<file path="config.mk">
export PLATFORM = sky130hd
export DESIGN_NAME = agm_core_mc
export DESIGN_NICKNAME = d
export VERILOG_FILES = /design/src/rtl/agm_core_mc.sv
export SDC_FILE = /design/constraint.sdc
export NUM_CORES = 1
export LEC_CHECK = 0
export CAP_MARGIN = 0
export CORE_MARGIN = 1
export CORE_UTILIZATION = 35
export CTS_BUF_LIST = sky130_fd_sc_hd__clkbuf_4 sky130_fd_sc_hd__clkbuf_8
export CTS_CLUSTER_DIAMETER = 50
export DETAILED_ROUTE_END_ITERATION = 10
export REMOVE_ABC_BUFFERS = 1
export SYNTH_ARGS = -nofsm -noshare
export SYNTH_HDL_FRONTEND = slang
export SYNTH_SLANG_ARGS = --single-unit
</file>
<file path="constraint.sdc">
create_clock -name clk -period 3.2 [get_ports clk]
set_clock_uncertainty 0.05 [all_clocks]
set_input_delay 0.32 -clock clk [delete_from_list [all_inputs] [get_ports clk]]
set_output_delay 0.32 -clock clk [all_outputs]
set_load 0.05 [all_outputs]
</file>
<file path="src/rtl/agm_core_mc.sv">
// agm_core_mc -- multi-cycle AGM-V processor core.
//
// Fuses control FSM, PC, instruction register, register file and ALU behind
// one req/ack memory port, so memories with any number of wait states work.
// Each instruction is three sequential words (opcode, op1, op2). Fetch is
// followed by an execute cycle and, for LD/ST, one memory phase.
//
// Ports
//   clk        rising-edge clock
//   rst        synchronous, active-low reset
//   mem_req    access request, held until mem_ack
//   mem_we     1 = write, 0 = read (valid while mem_req)
//   mem_addr   access address (stable while mem_req)
//   mem_wdata  write data (stable while mem_req && mem_we)
//   mem_rdata  read data, sampled on the edge where mem_ack = 1
//   mem_ack    access complete, may rise in the same cycle as mem_req
//   halted     core stopped (HALT or illegal opcode)
//   illegal_op sticky illegal-opcode indicator
//   flag_z     zero flag
//   flag_c     carry / borrow flag
//   dbg_pc     current PC
//   dbg_ir     last completely fetched instruction {opcode, op1, op2}
//   dbg_sel    debug register select
//   dbg_rdata  R[dbg_sel], combinational
//
// NREG must be a power of two and at least 2.

module agm_core_mc #(
    parameter int DATA_W   = 8,
    parameter int ADDR_W   = 8,
    parameter int NREG     = 4,
    parameter int RESET_PC = 0,
    localparam int SEL_W   = (NREG > 1) ? $clog2(NREG) : 1,
    localparam int IR_W    = 8 + 2 * DATA_W
) (
    input  logic              clk,
    input  logic              rst,
    output logic              mem_req,
    output logic              mem_we,
    output logic [ADDR_W-1:0] mem_addr,
    output logic [DATA_W-1:0] mem_wdata,
    input  logic [DATA_W-1:0] mem_rdata,
    input  logic              mem_ack,
    output logic              halted,
    output logic              illegal_op,
    output logic              flag_z,
    output logic              flag_c,
    output logic [ADDR_W-1:0] dbg_pc,
    output logic [IR_W-1:0]   dbg_ir,
    input  logic [SEL_W-1:0]  dbg_sel,
    output logic [DATA_W-1:0] dbg_rdata
);

    localparam logic [7:0] OP_NOP  = 8'h00;
    localparam logic [7:0] OP_LDI  = 8'h01;
    localparam logic [7:0] OP_ADD  = 8'h02;
    localparam logic [7:0] OP_SUB  = 8'h03;
    localparam logic [7:0] OP_AND  = 8'h04;
    localparam logic [7:0] OP_OR   = 8'h05;
    localparam logic [7:0] OP_XOR  = 8'h06;
    localparam logic [7:0] OP_CMP  = 8'h07;
    localparam logic [7:0] OP_LD   = 8'h08;
    localparam logic [7:0] OP_ST   = 8'h09;
    localparam logic [7:0] OP_JMP  = 8'h0A;
    localparam logic [7:0] OP_JZ   = 8'h0B;
    localparam logic [7:0] OP_JC   = 8'h0C;
    localparam logic [7:0] OP_HALT = 8'hFF;

    typedef enum logic [2:0] {
        S_F0   = 3'd0,
        S_F1   = 3'd1,
        S_F2   = 3'd2,
        S_EX   = 3'd3,
        S_MEM  = 3'd4,
        S_HALT = 3'd5
    } state_t;

    state_t              state_q;
    logic [ADDR_W-1:0]   pc_q;
    logic [7:0]          op_q;
    logic [DATA_W-1:0]   op1_q;
    logic [IR_W-1:0]     ir_q;
    logic                z_q;
    logic                c_q;
    logic                ill_q;
    logic [DATA_W-1:0]   regs_q [NREG];

    // Instruction fields, always taken from the committed IR.
    logic [7:0]          ir_op;
    logic [DATA_W-1:0]   ir_a;
    logic [DATA_W-1:0]   ir_b;
    logic [SEL_W-1:0]    rd;
    logic [SEL_W-1:0]    rs;
    logic [ADDR_W-1:0]   adr;
    logic [7:0]          op_in;
    logic [ADDR_W-1:0]   pc_inc;

    assign ir_op  = ir_q[IR_W-1 -: 8];
    assign ir_a   = ir_q[2*DATA_W-1 -: DATA_W];
    assign ir_b   = ir_q[DATA_W-1:0];
    assign rd     = ir_a[SEL_W-1:0];
    assign rs     = ir_b[SEL_W-1:0];
    assign pc_inc = pc_q + ADDR_W'(1);

    // Only the register-select bits of op1 matter.
    logic unused_ir_a;
    assign unused_ir_a = ^ir_a;

    // op2 is resized to an address; the opcode word is resized to 8 bits.
    generate
        if (ADDR_W <= DATA_W) begin : g_adr_trunc
            assign adr = ir_b[ADDR_W-1:0];
        end else begin : g_adr_ext
            assign adr = {{(ADDR_W-DATA_W){1'b0}}, ir_b};
        end
        if (DATA_W >= 8) begin : g_op_trunc
            assign op_in = mem_rdata[7:0];
        end else begin : g_op_ext
            assign op_in = {{(8-DATA_W){1'b0}}, mem_rdata};
        end
    endgenerate

    // ------------------------------------------------------------------
    // ALU
    // ------------------------------------------------------------------
    logic [DATA_W-1:0] ra;
    logic [DATA_W-1:0] rb;
    logic [DATA_W:0]   alu_sum;
    logic [DATA_W:0]   alu_diff;
    logic [DATA_W-1:0] alu_res;
    logic              alu_c;
    logic              alu_z;
    logic              alu_op;

    assign ra = regs_q[rd];
    assign rb = regs_q[rs];

    always_comb begin
        alu_sum  = {1'b0, ra} + {1'b0, rb};
        // The extra top bit of the difference is the unsigned borrow.
        alu_diff = {1'b0, ra} - {1'b0, rb};
        alu_res  = '0;
        alu_c    = 1'b0;
        alu_op   = 1'b0;
        case (ir_op)
            OP_ADD: begin
                alu_res = alu_sum[DATA_W-1:0];
                alu_c   = alu_sum[DATA_W];
                alu_op  = 1'b1;
            end
            OP_SUB, OP_CMP: begin
                alu_res = alu_diff[DATA_W-1:0];
                alu_c   = alu_diff[DATA_W];
                alu_op  = 1'b1;
            end
            OP_AND: begin
                alu_res = ra & rb;
                alu_op  = 1'b1;
            end
            OP_OR: begin
                alu_res = ra | rb;
                alu_op  = 1'b1;
            end
            OP_XOR: begin
                alu_res = ra ^ rb;
                alu_op  = 1'b1;
            end
            default: begin
                alu_res = '0;
            end
        endcase
        alu_z = (alu_res == '0);
    end

    // ------------------------------------------------------------------
    // Register file write port: EX (LDI / ALU) or MEM (LD completion)
    // ------------------------------------------------------------------
    logic              wr_en;
    logic [DATA_W-1:0] wr_data;

    always_comb begin
        wr_en   = 1'b0;
        wr_data = '0;
        if (state_q == S_EX) begin
            if (ir_op == OP_LDI) begin
                wr_en   = 1'b1;
                wr_data = ir_b;
            end else if (alu_op && ir_op != OP_CMP) begin
                wr_en   = 1'b1;
                wr_data = alu_res;
            end
        end else if (state_q == S_MEM && ir_op == OP_LD && mem_ack) begin
            wr_en   = 1'b1;
            wr_data = mem_rdata;
        end
    end

    always_ff @(posedge clk) begin
        if (!rst) begin
            for (int i = 0; i < NREG; i++) begin
                regs_q[i] <= '0;
            end
        end else if (wr_en) begin
            regs_q[rd] <= wr_data;
        end
    end

    // ------------------------------------------------------------------
    // Control FSM, PC, IR and flags
    // ------------------------------------------------------------------
    always_ff @(posedge clk) begin
        if (!rst) begin
            state_q <= S_F0;
            pc_q    <= ADDR_W'(RESET_PC);
            op_q    <= '0;
            op1_q   <= '0;
            ir_q    <= '0;
            z_q     <= 1'b0;
            c_q     <= 1'b0;
            ill_q   <= 1'b0;
        end else begin
            case (state_q)
                S_F0: begin
                    if (mem_ack) begin
                        op_q    <= op_in;
                        pc_q    <= pc_inc;
                        state_q <= S_F1;
                    end
                end
                S_F1: begin
                    if (mem_ack) begin
                        op1_q   <= mem_rdata;
                        pc_q    <= pc_inc;
                        state_q <= S_F2;
                    end
                end
                S_F2: begin
                    // IR is committed as a whole so dbg_ir never shows a
                    // partially fetched instruction.
                    if (mem_ack) begin
                        ir_q    <= {op_q, op1_q, mem_rdata};
                        pc_q    <= pc_inc;
                        state_q <= S_EX;
                    end
                end
                S_EX: begin
                    state_q <= S_F0;
                    if (alu_op) begin
                        z_q <= alu_z;
                        c_q <= alu_c;
                    end
                    case (ir_op)
                        OP_NOP, OP_LDI, OP_ADD, OP_SUB,
                        OP_AND, OP_OR, OP_XOR, OP_CMP: begin
                            state_q <= S_F0;
                        end
                        OP_LD, OP_ST: state_q <= S_MEM;
                        OP_JMP:       pc_q <= adr;
                        OP_JZ:        if (z_q) pc_q <= adr;
                        OP_JC:        if (c_q) pc_q <= adr;
                        OP_HALT:      state_q <= S_HALT;
                        default: begin
                            ill_q   <= 1'b1;
                            state_q <= S_HALT;
                        end
                    endcase
                end
                S_MEM: begin
                    if (mem_ack) begin
                        state_q <= S_F0;
                    end
                end
                S_HALT: begin
                    state_q <= S_HALT;
                end
                default: begin
                    state_q <= S_HALT;
                end
            endcase
        end
    end

    // ------------------------------------------------------------------
    // Outputs. The request is masked while reset is asserted because the
    // reset state is F0, which would otherwise already be requesting.
    // ------------------------------------------------------------------
    logic in_access;
    assign in_access  = (state_q == S_F0) || (state_q == S_F1) ||
                        (state_q == S_F2) || (state_q == S_MEM);
    assign mem_req    = rst && in_access;
    assign mem_we     = rst && (state_q == S_MEM) && (ir_op == OP_ST);
    assign mem_addr   = (state_q == S_MEM) ? adr : pc_q;
    assign mem_wdata  = ra;
    assign halted     = (state_q == S_HALT);
    assign illegal_op = ill_q;
    assign flag_z     = z_q;
    assign flag_c     = c_q;
    assign dbg_pc     = pc_q;
    assign dbg_ir     = ir_q;
    assign dbg_rdata  = regs_q[dbg_sel];

endmodule

</file>
==> results.toml <==
[die]
ios = 75
die_h_microns = 128.4
coreArea_sq_um = 15370
placementRows = 45
initial_core_util_pct = 36.38
dieArea_sq_um = 16490
dieWidth_microns = 128.4

[worst_setup_path]
end_kind = "flip-flop"
critPathKind = "reg2reg"
r2r_end = "regs_q[0][6]"
reg2reg_slack_ps = -0.7
worstPathArrival_ps = 3270
reg2reg_depth = 12
r2r-start = "regs_q[0][0]"
worst-endpoint-required_ps = 3270
start_kind = "flip-flop"
critPathMaxFanout = 4

[timing]
rsz0062_at_grt = "true"
fmax_ghz = 0.3124
worst_hold_slack_ps = 412.6
drv_slew = 0
slew_headroom_pct = 46.23
tightest_slew_ps = 802.8
setup_slack_ps = -0.7343
setup_tns_ps = -1.019
hold_violations = 0
finalSetupViolCount = 2
post-route-min-period_ps = 3201
period_share_pct = 100.0

[cells_and_area]
final_core_util_pct = 49.41
layout.nets = 794
multi_input_area_sq_um = 3422
regArea_sq_um = 2127
n_fill_cell = 1438
n_antenna_cell = 0
drive_gt1_share_pct = 24.90
syn_to_final_growth_pct = 35.82

[route]
via_per_inst = 5.403
wl_microns = 17490
drtIter0Drc = 338
first_pass_iters = 5
num_vias = 5241
avgRoutedWirePerCell_microns = 18.03
drc = 0
drtAntennaViolNets = 0

[synthesis]
synth_seq_area_share_pct = 37.95
syn_area_per_cell_sq_um = 8.904
syn_area_sq_um = 5592
synth_ff_type = "dfxtp_1"
syn_inst = 628
synth_enable_flop_cells = 32
synth_cell_types = 61
async_flop_share_pct = 0
ys_ff_latch = 90
yosysWarnings = 0

[pwr]
peakVddDrop_v = 0.0001839
p_leak_uw = 0.002735
cellPowerDensity_nw_per_um2 = 340.3

[status]
violations = "setup timing"
status = "complete, but fails checks"

[clock_tree]
clock-sinks = 90
htreeDepth = 3
cts_buffer_depth = 2
path_clk_slew_ps = 100
clkLatencyLatePin_ps = 390
cts_made_buffers = 9
cts_tree = "done"
cts_root_buf = "clkbuf_8"

[place]
gp_congestion = 0.8632
hpwl_microns = 13210
numPortBuffers = 74

[worst_hold_path]
min-delay-start = "op1_q[0]"
worstHoldPathCells = 2
hold-path-endpoint = "op1_q[0]"
holdCritPathClass = "reg2reg"

[grt]
grt_max_degree = 49
grtUsageTotal_pct = 21.68
grt_pass1_wl_microns = 27220
grt_pass1_vias = 5022
gr-total-overflow = 0
antenna_found_initial = 0

[job]
maxCapViolCount = 0
registers in the layout, indices dropped and copies added, names as in the netlist, named ones only:
register    cells
flag_c          1
op_q            8
dbg_ir         24
state_q         3
illegal_op      1
op1_q           8
dbg_pc          8
flag_z          1
regs_q         32
worst max path at each step:
stage / start / to
floorplan: flip-flop / flag_z
global placement: flip-flop / flag_z
detailed placement: flip-flop / flag_z
CTS: flip-flop / regs_q[0][4]
global route: regs_q[0][0] / flag_z
finish: regs_q[0][0] / regs_q[0][6]
power breakdown:
| group | switching [uW] | internal, uW | total (uW) |
|---|---|---|---|
| sequential | 33.7 | 1210 | 1250 |
| clock | 456 | 375 | 831 |
| combinational | 292 | 213 | 505 |
final cells by class:
class                   count  share of cell area, %
multi-input cells         471                  45.06
well taps                 211                  3.476
clock inverters             7                  1.071
flip-flops and latches     90                  28.01
repair buffers            156                  19.47
inverters                  26                  1.285
clock buffers               9                  1.631
kinds of logic after synthesis:
group | Yosys count | share of synthesized area, %
compound gates | 147 | 16.56
mux | 40 | 12.71
fa+ha+maj | 28 | 6.489
xor+xnor | 2 | 0.3133
simple gates | 254 | 21.37
flops | 90 | 37.95
buf+inv | 67 | 4.609
cell usage after synthesis (5+ instances only):
| cell type | number | area (sq um) |
|---|---|---|
| nor2_1 | 63 | 236.5 |
| edfxtp_1 | 32 | 960.9 |
| nor3_1 | 8 | 40.04 |
| o21ai_0 | 27 | 135.1 |
| a211oi_1 | 6 | 45.04 |
| nand2b_1 | 13 | 81.33 |
| inv_1 | 26 | 97.59 |
| mux4_2 | 24 | 540.5 |
| dfxtp_1 | 58 | 1161 |
| o31ai_1 | 5 | 37.54 |
| mux2_2 | 8 | 90.09 |
| a21oi_1 | 62 | 310.3 |
| ha_1 | 25 | 312.8 |
| a221o_1 | 7 | 70.07 |
| nand3b_1 | 6 | 45.04 |
| buf_2 | 5 | 25.02 |
| clkbuf_1 | 33 | 123.9 |
| a31oi_1 | 5 | 31.28 |
| a22oi_1 | 6 | 45.04 |
| nand3_1 | 8 | 40.04 |
| nand2_1 | 114 | 427.9 |
| mux2i_1 | 8 | 80.08 |
| and3_1 | 7 | 43.79 |
| or3_1 | 8 | 50.05 |
layer usage:
metal | wire length, microns | share of wire (%) | track usage, %
met1 | 8088 | 46 | 29.07
met2 | 8414 | 48 | 35.36
met3 | 507 | 2.9 | 2.370
met4 | 481 | 2.7 | 9.689
met5 | 0 | 0 | 0
timing repair:
item,4_1_cts,5_1_grt
hold buffers,0,0
resized for setup,22,44
pin swaps,9,18
setup endpoints to repair,25,28
endpoints found under the hold margin,0,0
setup buffers,12,7
layout by cell type (no fill, tap or decap), types with 6 or more instances in the layout:
cell type / synthesis / routed
nand2_1: 114 / 114
buf_4: 0 / 77
clkdlybuf4s50_1: 0 / 64
nor2_1: 63 / 58
a21oi_1: 62 / 57
dfxtp_1: 58 / 56
edfxtp_1: 32 / 32
mux4_2: 24 / 24
inv_1: 26 / 20
o21ai_0: 27 / 19
ha_1: 25 / 17
nand2b_1: 13 / 13
buf_12: 0 / 10
clkbuf_8: 0 / 9
mux2_2: 8 / 8
or3_1: 8 / 8
nand3_1: 8 / 8
mux2i_1: 8 / 8
o21ai_1: 0 / 7
a221o_1: 7 / 7
inv_2: 0 / 6
nand3b_1: 6 / 6
nor3_1: 8 / 6
and3_1: 7 / 6
a22oi_1: 6 / 6
through the flow:
stage / std cells / setup slack [ps] / power [uW] / instance area, sq um
3_5_place_dp: 935 / -230.0 / 1728 / 7009
4_1_cts: 963 / 9.418 / 2571 / 7375
6_report: 970 / -0.7343 / 2585 / 7595
2_1_floorplan: 587 / -236.3 / 1527 / 5431
3_3_place_gp: 935 / -170.0 / 1723 / 7009
5_1_grt: 970 / -110.5 / 2690 / 7595
worst max-delay path: stages (launching register included):
cell      delay (ps)
edfxtp_1         430
mux4_2           520
buf_4            170
ha_4             160
fa_2             380
o21bai_2         170
a21oi_2          110
o31ai_4          200
xnor2_1           90
a221o_1          330
a31oi_1          160
buf_4            150
nor2_1            40
Power figures use the tool's default switching activity.
